<file path="src/rtl/div_unit.sv">
// Iterative radix-2 restoring divider for MIPS DIV/DIVU (EX stage), one quotient bit per cycle.
// Optional macro DIV_EARLY_OUT_EN: finish at launch when divisor is 0 or |dividend| < |divisor|.
module div_unit #(
  parameter int WIDTH = 32,
  parameter int CNT_W = 6
) (
  input  logic             clk,
  input  logic             rst,
  input  logic             start,
  input  logic             sign,
  input  logic             flush,
  input  logic [WIDTH-1:0] dividend,
  input  logic [WIDTH-1:0] divisor,
  output logic             busy,
  output logic             done,
  output logic [WIDTH-1:0] quotient,
  output logic [WIDTH-1:0] remainder
);

  typedef enum logic [1:0] {
    IDLE = 2'd0,
    CALC = 2'd1,
    DONE = 2'd2
  } state_e;

  localparam logic [CNT_W-1:0] LAST_ITER = CNT_W'(WIDTH - 1);

  state_e           state_q, state_d;
  logic [CNT_W-1:0] cnt_q, cnt_d;
  logic [WIDTH-1:0] prem_q, prem_d;
  logic [WIDTH-1:0] dvd_q, dvd_d;
  logic [WIDTH-1:0] dvs_q, dvs_d;
  logic             negq_q, negq_d;
  logic             negr_q, negr_d;
  logic [WIDTH-1:0] quo_q, quo_d;
  logic [WIDTH-1:0] rem_q, rem_d;

  logic [WIDTH-1:0] dvd_mag, dvs_mag;
  logic [WIDTH:0]   shifted, trial;
  logic             qbit;
  logic [WIDTH-1:0] prem_next, q_next;

  assign dvd_mag = (sign && dividend[WIDTH-1]) ? -dividend : dividend;
  assign dvs_mag = (sign && divisor[WIDTH-1])  ? -divisor  : divisor;

  // The stored partial remainder is always < divisor, so its (WIDTH+1)th bit is
  // implicitly zero; only the shifted trial value needs the extra bit.
  assign shifted   = {prem_q, dvd_q[WIDTH-1]};
  assign trial     = shifted - {1'b0, dvs_q};
  assign qbit      = ~trial[WIDTH];
  assign prem_next = qbit ? trial[WIDTH-1:0] : shifted[WIDTH-1:0];
  assign q_next    = {dvd_q[WIDTH-2:0], qbit};

  always_comb begin
    state_d = state_q;
    cnt_d   = cnt_q;
    prem_d  = prem_q;
    dvd_d   = dvd_q;
    dvs_d   = dvs_q;
    negq_d  = negq_q;
    negr_d  = negr_q;
    quo_d   = quo_q;
    rem_d   = rem_q;

    unique case (state_q)
      IDLE: begin
        if (start && !flush) begin
          dvd_d   = dvd_mag;
          dvs_d   = dvs_mag;
          negq_d  = sign & (dividend[WIDTH-1] ^ divisor[WIDTH-1]);
          negr_d  = sign & dividend[WIDTH-1];
          prem_d  = '0;
          cnt_d   = '0;
          state_d = CALC;
`ifdef DIV_EARLY_OUT_EN
          if (divisor == '0) begin
            quo_d   = (sign && dividend[WIDTH-1]) ? WIDTH'(1) : '1;
            rem_d   = dividend;
            state_d = DONE;
          end else if (dvd_mag < dvs_mag) begin
            quo_d   = '0;
            rem_d   = dividend;
            state_d = DONE;
          end
`endif
        end
      end

      CALC: begin
        if (flush) begin
          cnt_d   = '0;
          state_d = IDLE;
        end else begin
          prem_d = prem_next;
          dvd_d  = q_next;
          cnt_d  = cnt_q + CNT_W'(1);
          if (cnt_q == LAST_ITER) begin
            // Results are taken from this cycle's iteration so they land on DONE entry.
            quo_d   = negq_q ? -q_next : q_next;
            rem_d   = negr_q ? -prem_next : prem_next;
            cnt_d   = '0;
            state_d = DONE;
          end
        end
      end

      DONE: begin
        state_d = IDLE;
      end

      default: begin
        state_d = IDLE;
      end
    endcase
  end

  always_ff @(posedge clk or negedge rst) begin
    if (!rst) begin
      state_q <= IDLE;
      cnt_q   <= '0;
      prem_q  <= '0;
      dvd_q   <= '0;
      dvs_q   <= '0;
      negq_q  <= 1'b0;
      negr_q  <= 1'b0;
      quo_q   <= '0;
      rem_q   <= '0;
    end else begin
      state_q <= state_d;
      cnt_q   <= cnt_d;
      prem_q  <= prem_d;
      dvd_q   <= dvd_d;
      dvs_q   <= dvs_d;
      negq_q  <= negq_d;
      negr_q  <= negr_d;
      quo_q   <= quo_d;
      rem_q   <= rem_d;
    end
  end

  assign busy      = (state_q == CALC) || (state_q == DONE);
  assign done      = (state_q == DONE);
  assign quotient  = quo_q;
  assign remainder = rem_q;

endmodule

</file>
<file path="config.mk">
export PLATFORM = sky130hd
export DESIGN_NAME = div_unit
export DESIGN_NICKNAME = d
export VERILOG_FILES = /design/src/rtl/div_unit.sv
export SDC_FILE = /design/constraint.sdc
export NUM_CORES = 1
export LEC_CHECK = 0
export BUFFER_PORTS_ARGS = -buffer_cell sky130_fd_sc_hd__buf_2
export CAP_MARGIN = 15
export CORE_ASPECT_RATIO = 1.2
export CORE_MARGIN = 3
export CORE_UTILIZATION = 40
export DETAILED_ROUTE_END_ITERATION = 16
export PLACE_DENSITY = 0.69
export SYNTH_ARGS = -nofsm -noshare
export SYNTH_HDL_FRONTEND = slang
export SYNTH_SLANG_ARGS = --single-unit
</file>
<file path="constraint.sdc">
create_clock -name clk -period 5.7 [get_ports clk]
set_clock_uncertainty 0.1 [all_clocks]
set_input_delay 1.14 -clock clk [delete_from_list [all_inputs] [get_ports clk]]
set_output_delay 1.14 -clock clk [all_outputs]
set_load 0.02 [all_outputs]
</file>
==> results of run 1 <==
## flip-flops by register name, indices dropped and copies added, names as in the netlist
name,flops
negr_q,1
state_q,2
prem_q,32
cnt_q,6
remainder,32
dvs_q,32
dvd_q,32
quotient,32
negq_q,1
## worst max-delay path, delay by kind of cell, from the launching register on
family                   cells  cell delay (ns)
flip-flops                   1             0.38
adder cells (fa/ha/maj)      3             0.80
buffers and inverters        2             0.15
AND/OR/NAND/NOR              8             1.94
AO/OA/AOI/OAI                6             1.47
XOR/XNOR                     1             0.17
## power by group through the flow
stage | Clock (µW) | Combinational [µW] | Sequential [µW]
floorplan | 0 | 4700 | 1810
global placement | 0 | 6160 | 1960
detailed placement | 0 | 6180 | 1980
CTS | 1210 | 6220 | 1960
global route | 1270 | 6890 | 2020
finish | 1190 | 6300 | 1960
## layout by cell type, fill, tap and decap left out, types with 11 or more instances in the layout
| master | instances |
|---|---|
| nand2_1 | 248 |
| o21ai_0 | 210 |
| dfrtp_1 | 170 |
| buf_2 | 133 |
| a21oi_1 | 118 |
| nor2_1 | 86 |
| xor2_1 | 80 |
| inv_1 | 55 |
| xnor2_1 | 55 |
| ha_1 | 39 |
| o31ai_1 | 29 |
| mux2i_1 | 28 |
| nor3_1 | 25 |
| or3_1 | 21 |
| nand3_1 | 18 |
| or4_1 | 17 |
| clkbuf_16 | 17 |
| a21o_1 | 15 |
| nor4_1 | 14 |
| nand4_1 | 13 |
| o21ai_1 | 13 |
| nand2b_1 | 11 |
| o41ai_1 | 11 |
| a31oi_1 | 11 |
## worst paths after layout
check	start	to	slack, ns
max	dvd_q[31]	quotient[28]	0.53
min	quotient[3]	quotient[3]	0.38
max reg2reg	dvd_q[31]	quotient[28]	0.53
min reg2reg	quotient[3]	quotient[3]	0.38
max in group asynchronous	rst	dvs_q[13]	3.86
min in group asynchronous	rst	dvd_q[6]	0.67
## layout make-up
class | count | area (µm²)
Fill cell | 2907 | 15600
Timing Repair Buffer | 142 | 749
Multi-Input combinational cell | 1194 | 7260
Tap cell | 385 | 482
Clock buffer | 17 | 425
Inverter | 55 | 206
Sequential cell | 170 | 4250
Clock inverter | 15 | 189
## cells by family after synthesis
family,after synthesis
AO/OA/AOI/OAI,478
multiplexers,34
AND/OR/NAND/NOR,506
adder cells (fa/ha/maj),41
XOR/XNOR,135
buffers and inverters,131
flip-flops,170
## metal layers
layer | GRT usage [%] | wire (µm) | up-vias
li1 | - | - | 5475
met1 | 26.4 | 14500 | 5314
met2 | 37.6 | 17700 | 296
met3 | 3.00 | 1350 | 84
met4 | 9.87 | 1430 | 0
met5 | 0 | 0 | -
## stage by stage
step / instances / instance area [µm²]
global route: 1978 / 13600
detailed placement: 1946 / 12900
finish: 1978 / 13600
global placement: 1946 / 12900
CTS: 1978 / 13600
floorplan: 1495 / 12000
## synth_stat cells, types with 11 or more instances
cell	count	share of area, %
o21ai_0	210	8.7
nand2_1	251	7.8
clkbuf_1	53	1.7
nand4_1	13	0.68
a31oi_1	11	0.57
nor3_1	25	1.0
ha_1	40	4.2
buf_2	14	0.58
xor2_1	80	5.8
o41ai_1	11	0.80
or4_1	17	1.1
a21oi_1	118	4.9
or3_1	21	1.1
o31ai_1	29	1.8
a21o_1	15	0.94
nor2_1	86	2.7
xnor2_1	55	4.0
inv_1	55	1.7
nand2b_1	11	0.57
dfrtp_1	170	35
mux2i_1	28	2.3
o21ai_1	13	0.54
nor4_1	14	0.73
nand3_1	18	0.75
==> metrics.yaml, run 1 <==
status:
  outcome: "finished, final reports clean"
hold_path:
  min_path_type: "reg -> reg"
  hold_path_depth: 2
die:
  core_area_mm2: 0.0292
  pin_count: 135
  die-area_mm2: 0.0322
  dieHeight_um: 196
  start_util_pct: 41.2
  die_w_um: 164
  rows: 68
power:
  intPower_uw: 4340
  finalPower_uw: 9460
  power_frac_comb_pct: 66.6
  clock_power_share_pct: 12.6
  p_per_area_mw_per_mm2: 697
  sw_frac_of_total_pct: 54.1
  vdd_ir_drop_max_mv: 0.475
  seqPwrFrac_pct: 20.8
  p_sw_uw: 5120
  p_leak_uw: 0.00609
logic_synthesis:
  ys_types: 76
  synth_seq_cells: 170
  syn-num-nets: 1605
  ys_warn_count: 0
  syn_avg_cell_area_um2: 8.04
  synth_edf_count: 0
  synth_top_family_by_area: "compound AO/OA/AOI/OAI gates"
  synthSimpleGateAreaFrac_pct: 19.7
  syn_area_mm2: 0.0120
  synth_compound_area_share_pct: 23.5
  async_flop_share_pct: 100
  ys.flop_type: "dfrtp_1"
  synth-adder-area-share_pct: 4.33
  synthMuxAreaShare_pct: 2.89
  syn_inst: 1495
  synth_xor_area_share_pct: 9.83
  seq_area_frac_synth_pct: 35.4
global_route:
  grt_pass1_vias: 10600
  antenna_found_initial: 0
  track_usage_pct: 21.7
  grt_max_degree: 95
  grt_pass1_wl_um: 55500
  overflow: 0
final_layout:
  diodes: 0
  final_util_pct: 46.5
  drive_above_1_share_pct: 12.7
  area_growth_syn_to_layout_pct: 12.8
  nets: 1690
sta:
  slew_violations: 0
  tns_ns: 0
  worst_slack_ns: 0.534
  hold_viol_final: 0
  setup_viol: 0
  period_share_pct: 90.6
  worst_slew_pin_slew_ns: 1.08
  rsz0062_at_grt: "no"
  timing.fmax_ghz: 0.194
  hold-worst-slack_ns: 0.376
  period_minus_slack_ns: 5.17
  maxSlewHeadroom_pct: 27.9
worst_setup_path:
  critPathKind: "reg -> reg"
  cpMaxStageDelayCell: "or4_1"
  path_common_cell: "nand2b_1"
  path_cells: "inv_1 > ha_1 > fa_1 > nand2b_1 > a211oi_2 > o211ai_2 > a211o_1 > a21oi_4 > nor2_4 > inv_1 > ha_1 > nand2b_1 > nand2b_1 > nand2b_1 > or2_1 > or4_1 > or3_1 > o31ai_1 > xor2_1 > o21ai_1"
  cp_data_arrival_time_ns: 5.37
  reg2reg_depth: 20
  slowest_delay_ns: 0.47
  crit_fanout: 5
  startpoint_type: "flip-flop"
  end_kind: "flip-flop"
  crit_required_ns: 5.90
clock_tree:
  cts_resized: 0
  cts_root_buf: "clkbuf_16"
  clk_latency_ns: 0.45
  cts_buffer_depth: 2
  cts_setup_buffers: 0
  cts_num_sinks: 170
  clkTransAtPathRegs_ns: 0.08
  htreeDepth: 4
  numCtsBuffers: 17
  cts_tree: "built"
  ctsHoldBuffers: 0
drt:
  dr.pass1.iters: 5
  vias_per_cell: 5.65
  drtIter0Drc: 839
  drc_errors: 0
  ant_nets: 0
  vias: 11200
  finalWirelength_um: 35000
  wl_per_cell_um: 17.7
place:
  portBuffers: 134
  pre_cts_ws_ns: 0.549
  gp_congestion: 0.940
  dp_hpwl_um: 26600
job:
  cap_violations: 0
Note: power is estimated with default switching activity, not from simulation.
==> inputs of run 2 (changes only) <==
--- a/config.mk
+++ b/config.mk
@@ -11,6 +11,7 @@
 export CORE_MARGIN = 3
 export CORE_UTILIZATION = 40
 export DETAILED_ROUTE_END_ITERATION = 16
+export GPL_TIMING_DRIVEN = 0
 export PLACE_DENSITY = 0.69
 export SYNTH_ARGS = -nofsm -noshare
 export SYNTH_HDL_FRONTEND = slang
==> metrics.yaml, run 2 (synthesized netlist as in run 1, its figures left out) <==
die:
  rows: 68  # unchanged
  die_w_um: 164  # unchanged
  core_area_mm2: 0.0292  # unchanged
  start_util_pct: 41.2  # unchanged
  die-area_mm2: 0.0322  # unchanged
  pin_count: 135  # unchanged
  dieHeight_um: 196  # unchanged
final_layout:
  area_growth_syn_to_layout_pct: 15.6
  drive_above_1_share_pct: 13.1  # +0.43 points
  final_common_cell: "nand2_1"
  diodes: 0  # unchanged
  mostFrequentLayoutCells: "nand2_1 (251), o21ai_0 (209), dfrtp_1 (170)"
  nFillCells: 2929  # +0.76%
  nets: 1760  # +4.1%
sta:
  tns_ns: 0  # unchanged
  rsz0062_at_grt: "no"
  timing.fmax_ghz: 0.182  # -6.2%
  maxSlewHeadroom_pct: 52.4  # +25 points
  slew_violations: 0  # unchanged
  setup_viol: 0  # unchanged
  period_minus_slack_ns: 5.51  # +0.342 ns
  worst_slew_pin_slew_ns: 0.709  # -0.370 ns
  period_share_pct: 96.6  # +6.0 points
  hold_viol_final: 0  # unchanged
global_route:
  grt_pass1_wl_um: 59100  # +6.4%
  antenna_found_initial: 0  # unchanged
  track_usage_pct: 23.2  # +1.6 points
  grt_pass1_vias: 11100  # +4.7%
  grt_max_degree: 106  # +12%
  overflow: 0  # unchanged
worst_setup_path:
  startpoint_type: "flip-flop"
  crit_required_ns: 5.90  # about the same
  reg2reg_from: "dvd_q[31]"
  slowest_delay_ns: 0.45  # -0.02 ns
  cp_data_arrival_time_ns: 5.71  # +0.34 ns
  crit_fanout: 14  # +9
  r2r_end: "quotient[30]"
  path_cells: "inv_1 > ha_1 > fa_2 > nand2b_4 > a211oi_4 > o211ai_2 > a211o_1 > a21oi_4 > nor2_4 > inv_4 > buf_12 > buf_6 > ha_1 > nand2b_1 > nand2b_4 > nand2b_1 > or2_1 > or4_4 > or3_4 > o21ai_1 > xor2_1 > o21ai_0"
  reg2reg_slack_ns: 0.19  # -0.34 ns
  critPathKind: "reg -> reg"
  end_kind: "flip-flop"
  reg2reg_depth: 22  # +10%
  cpMaxStageDelayCell: "or4_4"
place:
  portBuffers: 134  # unchanged
  gp_congestion: 0.911  # -3.1%
  dp_hpwl_um: 29700  # +12%
drt:
  dr.pass1.iters: 5  # unchanged
  vias: 11600  # +3.6%
  drc_errors: 0  # unchanged
  top_layer_used: "met4"
  wl_met3_um: 1660  # +23%
  vias_per_cell: 5.65  # about the same
  met1_length_um: 15300  # +5.7%
  routed-wl-met2_um: 19200  # +8.5%
  wl_per_cell_um: 18.3  # +3.7%
  drtIter0Drc: 755  # -10%
  finalWirelength_um: 37500  # +7.4%
  ant_nets: 0  # unchanged
hold_path:
  min_path_type: "reg -> reg"
  hold_end: "remainder[7]"
  hold_path_depth: 2  # unchanged
  hp-start: "remainder[7]"
clock_tree:
  htreeDepth: 4  # unchanged
  numCtsBuffers: 17  # unchanged
  cts_root_buf: "clkbuf_16"
  ctsHoldBuffers: 0  # unchanged
  cts_buffer_depth: 2  # unchanged
  cts_tree: "built"
  cts_num_sinks: 170  # unchanged
  clkTransAtPathRegs_ns: 0.07  # about the same
  clk_latency_ns: 0.45  # about the same
power:
  p_leak_uw: 0.00624  # +2.4%
  p_per_area_mw_per_mm2: 702  # +0.61%
  vdd_ir_drop_max_mv: 0.490  # +3.0%
  finalPower_uw: 9760  # +3.1%
status:
  outcome: "finished, final reports clean"
job:
  cap_violations: 0  # unchanged
==> run 2: changes by cell type in the layout (fill, tap and decap cells not counted), sizes merged <==
cell / before / now
buf: 142 / 158
bufinv: 0 / 1
clkbuf: 17 / 74
clkinv: 6 / 3
clkinvlp: 2 / 1
==> run 2: cell type report <==
class                      instances  area (µm²)  share of cell area [%]
clock buffer                      20         447                    3.21
multi-input combinational       1194        7300                    52.5
inverter                          55         209                    1.50
timing repair buffer             138         748                    5.38
buffer                            74         330                    2.38
sequential                       170        4250                    30.6
tap                              385         482                    3.47
clock inverter                    12         128                   0.918
==> run 2: layer usage <==
metal,vias to the layer above,global-route usage [%]
met2,324,40.5
met3,70,3.36
met1,5563,28.5
met5,-,0
li1,5610,-
met4,0,9.68
==> run 2: critical path, delay by kind of cell, from the launching register on <==
kind	cells	cell delay [ns]
and+or+nand+nor	8	1.93
AOI/OAI and AO/OA	6	1.41
adders and majority gates	3	0.78
buffers and inverters	4	0.53
DFF	1	0.39
xor gates and xnor gates	1	0.21
==> run 2: worst max path at each step <==
| stage | startpoint | cells past startpoint | endpoint |
|---|---|---|---|
| final | dvd_q[31] | 22 | quotient[30] |
| after global routing | dvd_q[31] | 22 | quotient[30] |
| after CTS | dvd_q[31] | 23 | quotient[28] |
| after detailed placement | dvd_q[31] | 24 | quotient[28] |
| after global placement | dvd_q[31] | 24 | quotient[28] |
| after floorplan | dvd_q[31] | 24 | quotient[28] |
==> run 2: timing repair <==
item,in CTS,in global routing
pin swaps,3,5
setup buffers,2,0
hold endpoints to repair,0,0
endpoints found under the setup margin,17,11
resized for setup,15,7
cloned,0,1
==> run 2: report_power, final <==
group          internal, µW  switching (µW)
clock                   628             544
combinational          2390            4250
sequential             1530             420
==> run 2: metrics by stage <==
stage | hold slack, ns | cells | setup slack [ns] | util [%] | area, µm²
2_1_floorplan | 0.350 | 1495 | 0.298 | - | 12000
3_3_place_gp | 0.361 | 2014 | -0.991 | 45.1 | 13200
3_5_place_dp | 0.366 | 2015 | -0.986 | 45.3 | 13200
4_1_cts | 0.382 | 2048 | 0.0363 | 47.5 | 13900
5_1_grt | 0.409 | 2048 | 0.00533 | 47.6 | 13900
6_report | 0.378 | 2048 | 0.193 | 47.6 | 13900
